===== config.mk =====
export PLATFORM = sky130hd
export DESIGN_NAME = alu_op_sequencer
export DESIGN_NICKNAME = d
export VERILOG_FILES = /design/src/rtl/alu_op_sequencer.sv
export SDC_FILE = /design/constraint.sdc
export NUM_CORES = 1
export LEC_CHECK = 0
export ABC_AREA = 1
export BUFFER_PORTS_ARGS = -buffer_cell sky130_fd_sc_hd__buf_2
export CORE_UTILIZATION = 50
export DETAILED_ROUTE_END_ITERATION = 7
export HOLD_SLACK_MARGIN = 0.02
export PLACE_DENSITY = 0.78
export SETUP_SLACK_MARGIN = 0.15
export SLEW_MARGIN = 5
export SYNTH_ARGS = -nofsm -noshare
export SYNTH_HDL_FRONTEND = slang
export SYNTH_SLANG_ARGS = --single-unit
export TNS_END_PERCENT = 5

===== constraint.sdc =====
create_clock -name clk -period 1.4 [get_ports clk]
set_clock_uncertainty 0.1 [all_clocks]
set_input_delay 0.14 -clock clk [delete_from_list [all_inputs] [get_ports clk]]
set_output_delay 0.14 -clock clk [all_outputs]
set_load 0.03 [all_outputs]

===== src/rtl/alu_op_sequencer.sv =====
// ALU control sequencer: decodes ALUOp/opcode into a registered control code
// and paces multi-cycle MUL/UDIV. UDIV support is enabled by ALU_DIV_SEQ_EN.
module alu_op_sequencer #(
  parameter int MUL_CYCLES = 4,
  parameter int DIV_CYCLES = 8
) (
  input  logic        clk,
  input  logic        reset,
  input  logic        in_valid,
  output logic        in_ready,
  input  logic [10:0] inst31_21,
  input  logic [1:0]  ALUOp,
  output logic [3:0]  control_line,
  output logic        busy,
  output logic        out_valid,
  input  logic        out_ready,
  output logic        illegal
);

  typedef enum logic [1:0] {
    IDLE,
    EXEC,
    HOLD
  } state_t;

  localparam logic [10:0] OP_SUB  = 11'b11001011000;
  localparam logic [10:0] OP_AND  = 11'b10001010000;
  localparam logic [10:0] OP_ORR  = 11'b10101010000;
  localparam logic [10:0] OP_EOR  = 11'b11001010000;
  localparam logic [10:0] OP_LSL  = 11'b11010011011;
  localparam logic [10:0] OP_LSR  = 11'b11010011010;
  localparam logic [10:0] OP_MUL  = 11'b10011011000;
  localparam logic [10:0] OP_UDIV = 11'b10011010110;

  localparam logic [3:0] MUL_LOAD = 4'(MUL_CYCLES - 2);
`ifdef ALU_DIV_SEQ_EN
  localparam logic [3:0] DIV_LOAD = 4'(DIV_CYCLES - 2);
`endif

  localparam bit CFG_OK = (MUL_CYCLES >= 2) && (MUL_CYCLES <= 15) &&
                          (DIV_CYCLES >= 2) && (DIV_CYCLES <= 15);

  state_t      state;
  state_t      state_nx;
  logic [3:0]  cnt;
  logic [3:0]  cnt_nx;
  logic [3:0]  ctrl_nx;
  logic        ill_nx;
  logic        accept;
  logic [3:0]  dec_code;
  logic        dec_ill;
  logic        dec_multi;
  logic [3:0]  dec_cnt;

  always_comb begin
    dec_code  = 4'b0010;
    dec_ill   = 1'b0;
    dec_multi = 1'b0;
    dec_cnt   = 4'd0;
    unique case (ALUOp)
      2'b00: dec_code = 4'b0010;
      2'b01: dec_code = 4'b0111;
      2'b11: begin
        dec_code = 4'b1111;
        dec_ill  = 1'b1;
      end
      2'b10: begin
        case (inst31_21)
          OP_SUB: dec_code = 4'b0110;
          OP_AND: dec_code = 4'b0000;
          OP_ORR: dec_code = 4'b0001;
          OP_EOR: dec_code = 4'b0011;
          OP_LSL: dec_code = 4'b0100;
          OP_LSR: dec_code = 4'b0101;
          OP_MUL: begin
            dec_code  = 4'b1000;
            dec_multi = 1'b1;
            dec_cnt   = MUL_LOAD;
          end
`ifdef ALU_DIV_SEQ_EN
          OP_UDIV: begin
            dec_code  = 4'b1001;
            dec_multi = 1'b1;
            dec_cnt   = DIV_LOAD;
          end
`else
          OP_UDIV: begin
            dec_code = 4'b1111;
            dec_ill  = 1'b1;
          end
`endif
          default: dec_code = 4'b0010;
        endcase
      end
      default: dec_code = 4'b0010;
    endcase
  end

  // Reset blocks acceptance so nothing is loaded on the reset edge
  assign in_ready = !reset &&
                    ((state == IDLE) || ((state == HOLD) && out_ready));
  assign accept   = in_valid && in_ready;
  assign busy     = (state == EXEC);
  assign out_valid = (state == HOLD);

  always_comb begin
    state_nx = state;
    cnt_nx   = cnt;
    ctrl_nx  = control_line;
    ill_nx   = illegal;
    case (state)
      IDLE, HOLD: begin
        if (accept) begin
          ctrl_nx  = dec_code;
          ill_nx   = dec_ill;
          cnt_nx   = dec_cnt;
          state_nx = dec_multi ? EXEC : HOLD;
        end else if ((state == HOLD) && out_ready) begin
          state_nx = IDLE;
        end
      end
      EXEC: begin
        if (cnt == 4'd0) begin
          state_nx = HOLD;
        end else begin
          cnt_nx = cnt - 4'd1;
        end
      end
      default: state_nx = IDLE;
    endcase
  end

  always_ff @(posedge clk) begin
    if (reset) begin
      state        <= IDLE;
      cnt          <= 4'd0;
      control_line <= 4'b0000;
      illegal      <= 1'b0;
    end else begin
      state        <= state_nx;
      cnt          <= cnt_nx;
      control_line <= ctrl_nx;
      illegal      <= ill_nx;
    end
  end

  always_ff @(posedge clk) begin : cfg_chk
    assert (CFG_OK)
      else $error("alu_op_sequencer: MUL_CYCLES/DIV_CYCLES out of 2..15");
  end

endmodule


==> reports/qor.yml <==
period_needed_ns: 1.346
start_kind: "flip-flop"
crit_type: "reg -> reg"
io_pins: 25
clock-root-buffer: "clkbuf_4"
regArea_um2: 225.2
synth.most_common_cell: "nand2_1"
multi_input_area_um2: 576.8
clock_latency_ns: 0.27
final.fill_count: 119
ctsHoldBuffers: 0
final-setup-viol-count: 0
grt_max_degree: 10
dp_hpwl_um: 1477
die_area_um2: 1844
crit_fanout: 7
relSlewSlack_pct: 70.99
period_share_pct: 96.18
via_per_inst: 5.262
regToRegStartpoint: "cnt[1]$_SDFFE_PP0P_"
vias: 1005
ir_drop_mv: 0.6824
worst_slew_pin_slew_ns: 0.4319
power_leakage_nw: 0.5890
whs_endpoint: "control_line[0]$_SDFFE_PP0P_"
clk_pin_slew_ns: 0.07
yosys_most_used_dff: "dfxtp_1"
yosys.area.top_type: "dfxtp_1"
fin_util_pct: 74.92
antenna_found_initial: 0
drv_slew: 0
wl_per_cell_um: 11.98
numCtsBuffers: 3
seq_area_frac_synth_pct: 26.27
row_count: 14
clock_path_buffers: 2
max_freq_mhz: 742.7
first_global_vias: 804
syn_to_final_growth_pct: 37.76
syn-num-nets: 157
worstPathArrival_ns: 1.43
cp.required_ns: 1.48
die_y_um: 42.95
cts_tree: "done"
synth.area.top_cells: "dfxtp_1 26%, nand2_1 14%, inv_1 8.1%"
diodes: 0
port_buffers: 24
yosys.area.top_type_share_pct: 26.27
endpoint_kind: "flip-flop"
status: "complete, no violations"
power.density_nw_per_um2: 677.1
timing.setup.tns_ns: 0
async_reset_ff_share_pct: 0
min_path_cells: 3
fin_ws_ns: 0.05353
hold_path_class: "in -> reg"
grt_use_total_pct: 23.12
rsz0062_at_grt: "true"
ys_types: 24
final_nets: 195
totalWireLength_um: 2289
synth_cells: 138
antenna_left: 0
gp_congestion: 0.8536
postSynthAreaPerCell_um2: 6.075
total_power_mw: 0.7820
maxCapViolCount: 0
drc: 0
final-hold-violation-count: 0
synth_seq_cells: 11
reg2reg_depth: 8
min_from: "ALUOp[1]"
die_w_um: 42.95
synth_edf_count: 0
synth_area_um2: 838.3
drive_above_1_share_pct: 43.43
ys_top_cells_by_count: "32 x nand2_1, 18 x inv_1, 18 x nor2_1, 11 x dfxtp_1, 11 x nand3_1"
core-area_um2: 1541
synth-warning-count: 0
drt_iter0_drc: 38
cts.htree.levels: 1
initial_core_util_pct: 54.38
dpl_worst_slack_ns: 0.04085
cts_sinks: 11
reg2reg_slack_ns: 0.05
grt_pass1_wl_um: 3208
regToRegEndpoint: "cnt[0]$_SDFFE_PP0P_"
grt_remaining_overflow: 0
drtPass1Iterations: 4
area by class of cell:
cell class	count	share of cell area (%)
Timing Repair Buffer	34	17.88
Tap cell	16	1.733
Clock buffer	4	2.275
Multi-Input combinational cell	100	49.95
Inverter	26	8.667
Sequential cell	11	19.50
critical path, cell delays in order, from the launching register on:
cell     delay (ns)
dfxtp_2        0.34
inv_2          0.08
ha_4           0.14
nand3_2        0.07
nand2_2        0.10
nand2_4        0.10
inv_4          0.09
nand2_1        0.06
a21oi_1        0.17
metrics by stage:
stage / hold WS, ns / cell area, µm² / cells
finish: 0.06828 / 1155 / 191
global route: 0.07093 / 1155 / 191
global placement: 0.3250 / 998.5 / 179
floorplan: 0.1998 / 848.3 / 138
detailed placement: 0.3502 / 998.5 / 179
CTS: 0.06692 / 1100 / 186
power breakdown:
part	internal [mW]	switching (mW)
Sequential	0.330	0.0113
Combinational	0.0827	0.141
Clock	0.111	0.107
Total	0.524	0.258
worst max-delay path by stage:
stage                          startpoint  cells past startpoint                  end  slack (ns)
finish                cnt[1]$_SDFFE_PP0P_                      8  cnt[0]$_SDFFE_PP0P_        0.05
detailed placement    cnt[0]$_SDFFE_PP0P_                      8  cnt[3]$_SDFFE_PP0P_        0.04
global route        state[1]$_SDFFE_PP0P_                      6  cnt[0]$_SDFFE_PP0P_       0.007
CTS                 state[1]$_SDFFE_PP0P_                      3                 busy        0.12
global placement      cnt[0]$_SDFFE_PP0P_                      8  cnt[1]$_SDFFE_PP0P_        0.08
floorplan           state[0]$_SDFFE_PP0P_                      7  cnt[1]$_SDFFE_PP0P_        0.09
repair_timing:
action,4_1_cts,5_1_grt
resized for setup,18,6
pin swaps,6,10
buffers inserted,3,5
setup endpoints to repair,10,11
layout by cell type (no fill, tap or decap), types with 7 or more instances in the layout:
master	count
nand3_1	10
nand2_2	8
nor2_1	16
inv_1	16
buf_4	12
inv_2	9
dfxtp_1	7
nand2_1	28
a21oi_1	7
buf_2	21
layer usage:
metal	global-route usage, %	vias to the layer above	part of all wire [%]
met5	0	-	0
met4	7.273	0	1.3
met3	5.106	4	8.6
met2	37.58	54	47
met1	30.37	440	43
li1	-	507	-
registers in the layout, indices dropped and copies added, names as in the netlist:
| name | flops |
|---|---|
| cnt | 4 |
| illegal | 1 |
| state | 2 |
| control_line | 4 |
cell families after synthesis:
group           Yosys count  share of synthesized area [%]
compound gates           16                          10.90
simple gates             82                          47.61
flops                    11                          26.27
fa+ha+maj                 2                          2.985
buf+inv                  27                          12.24
Power figures use the tool's default switching activity.
